[config.mk]
export PLATFORM = sky130hd
export DESIGN_NAME = mips_fetch_unit
export DESIGN_NICKNAME = d
export VERILOG_FILES = /design/src/rtl/mips_fetch_unit.sv
export SDC_FILE = /design/constraint.sdc
export NUM_CORES = 1
export LEC_CHECK = 0
export CAP_MARGIN = 10
export CELL_PAD_IN_SITES_DETAIL_PLACEMENT = 1
export CELL_PAD_IN_SITES_GLOBAL_PLACEMENT = 2
export CORE_MARGIN = 4
export CORE_UTILIZATION = 34
export CTS_CLUSTER_SIZE = 25
export DETAILED_ROUTE_END_ITERATION = 10
export GPL_ROUTABILITY_DRIVEN = 0
export GPL_TIMING_DRIVEN = 0
export HOLD_SLACK_MARGIN = 0.02
export PLACE_DENSITY_LB_ADDON = 0.3
export SYNTH_ARGS = -nofsm -noshare
export SYNTH_HDL_FRONTEND = slang
export SYNTH_SLANG_ARGS = --single-unit
[constraint.sdc]
create_clock -name clk -period 4 [get_ports clk]
set_input_delay 0.4 -clock clk [delete_from_list [all_inputs] [get_ports clk]]
set_output_delay 0.4 -clock clk [all_outputs]
set_load 0.03 [all_outputs]
[src/rtl/mips_fetch_unit.sv]
`default_nettype none
// ============================================================================
// Module      : mips_fetch_unit
// Description : Instruction fetch front end for the pipelined MIPS CPU.
//               Avalon-MM read master on the instruction bus. It buffers
//               fetched words with their PCs in a small prefetch FIFO and
//               hands them to decode over a valid/ready handshake.
//               Redirects flush the FIFO and drop any stalled in-flight read.
//               Fetching stops for good once the next fetch address is 0.
// Ports       : clk, reset_n         - clock / async active-low reset
//               address, read        - bus request (word aligned)
//               waitrequest,readdata - bus slave stall / return data
//               Redirect, RedirectPC - one-cycle control-flow redirect
//               Instruction, InstrPC - FIFO head word and its fetch address
//               InstrValid,InstrReady- head handshake to decode
//               Active               - low once halted and fully drained
// Revision    : 1.0 - initial release
// ============================================================================
module mips_fetch_unit #(
  parameter logic [31:0] RESET_VECTOR = 32'hBFC00000,
  parameter int          DEPTH        = 2
) (
  input  logic        clk,
  input  logic        reset_n,
  output logic [31:0] address,
  output logic        read,
  input  logic        waitrequest,
  input  logic [31:0] readdata,
  input  logic        Redirect,
  input  logic [31:0] RedirectPC,
  output logic [31:0] Instruction,
  output logic [31:0] InstrPC,
  output logic        InstrValid,
  input  logic        InstrReady,
  output logic        Active
);

  localparam int c_aw = $clog2(DEPTH);
  localparam int c_cw = c_aw + 1;
  localparam logic [c_cw-1:0] c_depth = c_cw'(DEPTH);

  localparam logic [1:0] c_st_start = 2'd0;
  localparam logic [1:0] c_st_fetch = 2'd1;
  localparam logic [1:0] c_st_halt  = 2'd2;

  logic [1:0]      r_state;
  logic [1:0]      w_state_next;

  logic [31:0]     r_fetch_pc;
  logic [31:0]     w_fetch_pc_next;
  logic [31:0]     r_req_addr;    // address of the read currently stalled
  logic            r_busy;        // a read was stalled last cycle and must hold
  logic            r_discard;     // the outstanding read belongs to a stale path

  logic [c_cw-1:0] r_count;
  logic [c_aw-1:0] r_wr_ptr;
  logic [c_aw-1:0] r_rd_ptr;
  logic [31:0]     r_mem_data [DEPTH];
  logic [31:0]     r_mem_pc   [DEPTH];

  logic            w_complete;
  logic            w_stall;
  logic            w_redirect;
  logic            w_push;
  logic            w_pop;
  logic [31:0]     w_redirect_pc;
  logic            w_unused_ok;

  assign w_redirect_pc = {RedirectPC[31:2], 2'b00};
  assign w_unused_ok   = ^RedirectPC[1:0];

  assign w_complete = read & ~waitrequest;
  assign w_stall    = read & waitrequest;
  // Redirect only matters while fetching; START and HALT ignore it.
  assign w_redirect = Redirect & (r_state == c_st_fetch);
  // A redirect wins over any same-cycle push or pop: the FIFO is emptied.
  assign w_push     = w_complete & ~r_discard & ~w_redirect;
  assign w_pop      = InstrValid & InstrReady & ~w_redirect;

  // --------------------------------------------------------------------------
  // FSM: state register
  // --------------------------------------------------------------------------
  always_ff @(posedge clk or negedge reset_n) begin : p_state_reg
    if (!reset_n) begin
      r_state <= c_st_start;
    end else begin
      r_state <= w_state_next;
    end
  end

  // --------------------------------------------------------------------------
  // FSM: next state
  // --------------------------------------------------------------------------
  always_comb begin : p_next_state
    w_state_next = r_state;
    case (r_state)
      c_st_start: w_state_next = c_st_fetch;
      c_st_fetch: begin
        if (w_fetch_pc_next == 32'd0) begin
          w_state_next = c_st_halt;
        end
      end
      c_st_halt:  w_state_next = c_st_halt;
      default:    w_state_next = c_st_start;
    endcase
  end

  // --------------------------------------------------------------------------
  // FSM: outputs
  // --------------------------------------------------------------------------
  always_comb begin : p_outputs
    // A stalled read keeps read/address frozen until it completes, in any
    // state; a new read is only issued in FETCH when the FIFO has room.
    read        = r_busy | ((r_state == c_st_fetch) && (r_count < c_depth));
    address     = r_busy ? r_req_addr : r_fetch_pc;
    InstrValid  = (r_count != '0);
    Active      = ~((r_state == c_st_halt) && (r_count == '0) && ~r_busy);
    Instruction = r_mem_data[r_rd_ptr];
    InstrPC     = r_mem_pc[r_rd_ptr];
  end

  // --------------------------------------------------------------------------
  // Fetch PC: redirect target, or next sequential word after a kept read
  // --------------------------------------------------------------------------
  always_comb begin : p_fetch_pc_next
    w_fetch_pc_next = r_fetch_pc;
    if (w_redirect) begin
      w_fetch_pc_next = w_redirect_pc;
    end else if (w_push && (r_state == c_st_fetch)) begin
      w_fetch_pc_next = r_fetch_pc + 32'd4;
    end
  end

  always_ff @(posedge clk or negedge reset_n) begin : p_bus_track
    if (!reset_n) begin
      r_fetch_pc <= RESET_VECTOR;
      r_req_addr <= RESET_VECTOR;
      r_busy     <= 1'b0;
      r_discard  <= 1'b0;
    end else begin
      r_fetch_pc <= w_fetch_pc_next;
      r_req_addr <= address;
      r_busy     <= w_stall;
      // Only a read still stalled at the redirect can return stale data;
      // one completing in the redirect cycle is simply not pushed.
      if (w_redirect) begin
        r_discard <= w_stall;
      end else if (w_complete) begin
        r_discard <= 1'b0;
      end
    end
  end

  // --------------------------------------------------------------------------
  // Prefetch FIFO
  // --------------------------------------------------------------------------
  always_ff @(posedge clk or negedge reset_n) begin : p_fifo
    if (!reset_n) begin
      r_count  <= '0;
      r_wr_ptr <= '0;
      r_rd_ptr <= '0;
      for (int i = 0; i < DEPTH; i++) begin
        r_mem_data[i] <= '0;
        r_mem_pc[i]   <= '0;
      end
    end else if (w_redirect) begin
      r_count  <= '0;
      r_wr_ptr <= '0;
      r_rd_ptr <= '0;
    end else begin
      if (w_push) begin
        r_mem_data[r_wr_ptr] <= readdata;
        r_mem_pc[r_wr_ptr]   <= address;
        r_wr_ptr             <= r_wr_ptr + c_aw'(1);
      end
      if (w_pop) begin
        r_rd_ptr <= r_rd_ptr + c_aw'(1);
      end
      if (w_push && !w_pop) begin
        r_count <= r_count + c_cw'(1);
      end else if (!w_push && w_pop) begin
        r_count <= r_count - c_cw'(1);
      end
    end
  end

endmodule
`default_nettype wire

# Word level (Yosys, flattened, before mapping)
# Index checks and enable logic that the tools add are counted.
op_classes:
  add_sub_neg: 5
  order_cmp: 4
  eq_ne: 3
  n_mux: 24
  bitwise: 15
  n_reduce_logical: 18
ops:
  columns: ["op", "n"]
  rows:
  - ["32-bit two-way mux", 10]
  - ["64-bit bitwise mux", 2]
  - ["32-bit by 3-bit adder with 32-bit output (second input constant)", 1]
  - ["32-bit demux with 1-bit select", 1]
  - ["32-bit zero test", 1]
  - ["2-bit two-way mux", 4]
  - ["2-bit nonzero test", 4]
  - ["1-bit bitwise AND", 7]
  - ["1-bit logical AND", 7]
  - ["1-bit two-way mux", 6]
  - ["2-bit case mux with 3 select lines", 1]
  - ["1-bit inverter", 5]
  - ["2-bit greater-or-equal comparator (second input constant)", 2]
  - ["2-bit zero test", 2]
  - ["1-bit inverter with 2-bit output", 2]
  - ["3-bit nonzero test", 1]
  - ["1-bit adder (second input constant)", 2]
  - ["2-bit by 1-bit adder with 2-bit output (second input constant)", 1]
  - ["2-bit by 1-bit equality test with 1-bit output (second input constant)", 1]
  - ["2-bit equality test (second input constant)", 1]
  - ["1-bit zero test", 2]
  - ["2-bit by 1-bit < comparator with 1-bit output (second input constant)", 1]
  - ["2-bit < comparator (second input constant)", 1]
  - ["2-bit != test (second input constant)", 1]
  - ["3 further kinds", 3]
totals:
  register_bits: 200
  input_bits: 69
  out_inout_bits: 99
  elab_cells: 81

# Logic depth before layout (Yosys ltp)
depth:
  word_depth: 12
  depth_mapped: 12
  mapped_depth_nobuf: 11

# Worst setup path after synthesis
# Ideal clock, no wire load.
synth_timing:
  kind: "flip-flop to flip-flop"
  from: "reg r_state[1]"
  to: "reg r_state[0]"
  setup_ns: 0.128
  t_arrival_ns: 3.457
  t_required_ns: 3.872
  slack_ns: 0.415
  stages_incl_launch_ff: 13
  n_path_buf: 1
  period_less_slack_ns: 3.585
  path_cell_list: "dfrtp_1 > inv_1 > ha_1 > or4b_4 > or4b_1 > buf_2 > o21a_1 > or3_1 > o32a_1 > a2111oi_0 > and4_1 > a41oi_1 > mux2_1"
synth_via:
  elab_chain_cells: 11
  elab_cells_between_ends: 16
  cone_classes: "3 x eq/ne; 3 x mux; 6 x bitwise; 4 x reduce/logical"
synth_lines:
  columns: ["element", "line_no", "source"]
  rows:
  - ["from (decl)", "46", "logic [1:0] r_state;"]
  - ["from (signal assigned)", "85", "r_state <= c_st_start;"]
  - ["from (signal assigned)", "87", "r_state <= w_state_next;"]
  - ["2-bit by 1-bit equality test with 1-bit output", null, null]
  - ["1-bit logical AND", "114", "read = r_busy | ((r_state == c_st_fetch) && (r_count < c_depth));"]
  - ["1-bit bitwise OR", "114", null]
  - ["1-bit bitwise AND", "72", "assign w_complete = read & ~waitrequest;"]
  - ["1-bit bitwise AND (2 in a row)", "77", "assign w_push = w_complete & ~r_discard & ~w_redirect;"]
  - ["1-bit logical AND", "129", "end else if (w_push && (r_state == c_st_fetch)) begin"]
  - ["32-bit two-way mux", "129", null]
  - ["32-bit two-way mux", "127", "if (w_redirect) begin"]
  - ["32-bit zero test", "99", "if (w_fetch_pc_next == 32'd0) begin"]
  - ["2-bit != test (no line)", null, null]
# Several ways; a longest one is shown, not always the timed one.
# A chain may end at the register's enable or synchronous reset.

# Final worst setup path
layout_timing:
  from: "reg r_state[1]"
  to: "reg r_state[1]"
# The elaborated chain is that of the path after synthesis.

==> flow_summary.toml <==
[setup_path]
startpoint_type = "flip-flop"
endpoint_kind = "flip-flop"
worst-setup-path-type = "reg2reg"
path_max_fanout = 8
critPathArrivalTime_ns = 4.18
required_ns = 4.33

[logic_synthesis]
syn_area_per_cell_um2 = 11.3
yosys.area_share.simple_pct = 10.6
synth_area_leader_cell = "dfrtp_1"
synth_cells = 796
synth_enable_flop_cells = 0
postSynthNetCount = 869
synth_compound_area_share_pct = 6.64
synthAdderAreaFrac_pct = 0.556
synth_warnings = 0
synth_top_family_by_area = "multiplexers"
yosys-top-cells-area = "dfrtp_1 51%, mux2_2 16%, dfstp_2 5.3%"
ys_seq_area_share_pct = 55.8
netlist.area_leader.share_pct = 50.6
ys.flop_type = "dfrtp_1"
synthMuxAreaShare_pct = 20.2
syn-cell-area_um2 = 9010
synth_seq_cells = 200
synth-async-reset-ratio_pct = 100
synth_cell_type_count = 44
synth-xor-area-share_pct = 2.82

[pwr]
power.share.sequential_pct = 32.2
combPwrFrac_pct = 52.1
p_leak_uw = 0.00482
p_int_uw = 6420
p_total_uw = 11300
p_sw_uw = 4850
power_density_nw_per_um2 = 955
pwr-share-clk_pct = 15.7
p_sw_share_pct = 43.0
peakVddDrop_uv = 509

[global_routing]
grt_overflow = 0
grt_first_pass_wirelength_mm = 40.7
grt_use_total_pct = 18.1
grt_max_degree = 119
antenna_found_initial = 0
grt_pass1_vias = 7019

[sta]
rsz0062_at_grt = "false"
tightest_slew_ns = 0.896
maxSlewHeadroom_pct = 39.8
whs_ns = 0.479
slew_viol_final = 0
clock_skew_ns = 0.0196
period_needed_ns = 3.85
finalSetupViolations = 0
hold_violations = 0
fmax_mhz = 260
fin_crit_sh_pct = 96.3

[cells_and_area]
layout_common_cells = "182 x dfrtp_1, 164 x clkdlybuf4s50_1, 129 x mux2_2, 73 x nor2_1, 60 x nand2_1"
fill_cells = 2822
final_common_cell = "dfrtp_1"
fin_nets = 1056
antenna_cells = 0
drive_gt1_share_pct = 19.5
stdcell_area_um2 = 11800
area_growth_pct = 31.1
fin_cells = 1331
fin_util_pct = 45.3

[min_path]
hold_path_class = "reg2reg"

[floorplan]
core_area_um2 = 26100
dieArea_um2 = 29200
rows = 59
initial_utilization_pct = 34.6
ios = 168
die_w_um = 171
die_y_um = 171

[placement]
port_buffers = 165
place_inst = 1297
dp_hpwl_mm = 19.1
placed_area_um2 = 11100

[route]
ant_nets = 0
dr.pass1.iters = 4
drc_errors = 0
wl_mm = 26.1
drt_iter0_drc = 309
wl_per_cell_um = 19.6
vias = 6585
via_per_inst = 4.95

[cts]
cts_tree = "yes"
clkTransAtPathRegs_ns = 0.08
numClockSinks = 200
cts_made_buffers = 17
clockBufferDepth = 2
insertion_delay_ns = 0.45
h-tree-depth = 4
root_buffer = "clkbuf_16"

[outcome]
status = "complete, no violations"

[run]
drv_cap = 0
Yosys cell counts, types with 2 or more instances:
master / number
dfrtp_1: 182
mux2_2: 129
nor2_1: 73
nand2_1: 60
a21oi_1: 47
o21ai_0: 44
clkbuf_1: 37
inv_1: 37
mux2i_1: 34
nor3_1: 19
dfstp_2: 18
xor2_1: 16
nand4_1: 13
xnor2_1: 13
nand3_1: 11
buf_1: 7
nor4_1: 6
o21a_1: 5
and2_1: 4
and3_1: 4
ha_1: 4
or3_1: 4
and4_1: 3
a31oi_1: 2
mux2_1: 2
nor2b_1: 2
nor4b_1: 2
o32a_1: 2
cells by family (layout without fill, tap and decap cells):
logic type,after synthesis,in the layout
AOI/OAI and AO/OA,109,109
adders and majority gates,4,4
buffers and inverters,82,282
DFF,200,200
xor gates and xnor gates,29,29
muxes,165,165
and+or+nand+nor,207,207
timing repair:
| item | CTS | global route |
|---|---|---|
| pin swaps | 1 | 2 |
| hold endpoints to repair | 64 | 0 |
| gates resized for setup | 3 | 9 |
| endpoints found under the setup margin | 66 | 26 |
| setup buffers | 0 | 1 |
| hold buffers | 1 | 0 |
state kept, by name, summed over array words and instances, names as in the netlist, 2 cells and up:
name,count
r_fetch_pc,32
r_mem_pc,64
r_req_addr,32
r_count,2
r_state,2
r_mem_data,64
layer usage:
metal | up-vias | track usage (%) | routed length [um]
li1 | 3123 | - | -
met1 | 3334 | 24.9 | 12200
met2 | 118 | 29.8 | 12800
met3 | 10 | 3.51 | 953
met4 | 0 | 3.65 | 191
met5 | - | 0 | 0
final timing paths:
check,startpoint,end,slack [ns],cells after the start
setup / recovery,r_state[1],r_state[1],0.15,12
hold / removal,r_mem_pc[27],r_mem_pc[27],0.48,2
setup reg to reg,r_state[1],r_state[1],0.15,12
hold reg to reg,r_mem_pc[27],r_mem_pc[27],0.48,2
max in group asynchronous,reset_n,r_mem_data[62],2.39,3
min in group asynchronous,reset_n,r_fetch_pc[14],0.54,2
cell type report:
type                       instances  area [um^2]  area share, %
buffer                            45          173           1.46
clock buffer                      17          425           3.60
clock inverter                    15          199           1.68
multi-input combinational        514         3720           31.5
timing repair buffer             168         1700           14.4
sequential                       200         5030           42.6
inverter                          37          139           1.18
tap                              335          419           3.55
stage by stage:
step                 TNS, ns  setup WS [ns]
detailed placement    -26.38         -0.603
global route               0        0.00363
CTS                        0         0.0116
floorplan                  0          0.415
global placement    -1225.35          -6.27
finish                     0          0.147
power groups by stage:
stage	combinational, uW	clock, uW	sequential (uW)
after detailed placement	5890	0	3660
after global routing	6310	1920	3740
final	5870	1770	3630
after CTS	5950	1820	3630
after global placement	5830	0	3630
after floorplan	3770	0	3430
worst max-delay path, cell delays in order, from the launching register on:
cell and delay [ns]:
dfrtp_1 0.41, inv_2 0.08, ha_4 0.16, or4b_4 0.50, or4b_1 0.53, buf_4 0.18, o21a_1 0.18, or3_1 0.37
o32a_1 0.22, a2111oi_2 0.33, and4_1 0.28, a41oi_2 0.16, mux2_1 0.35
(Power assumes the default switching activity.)
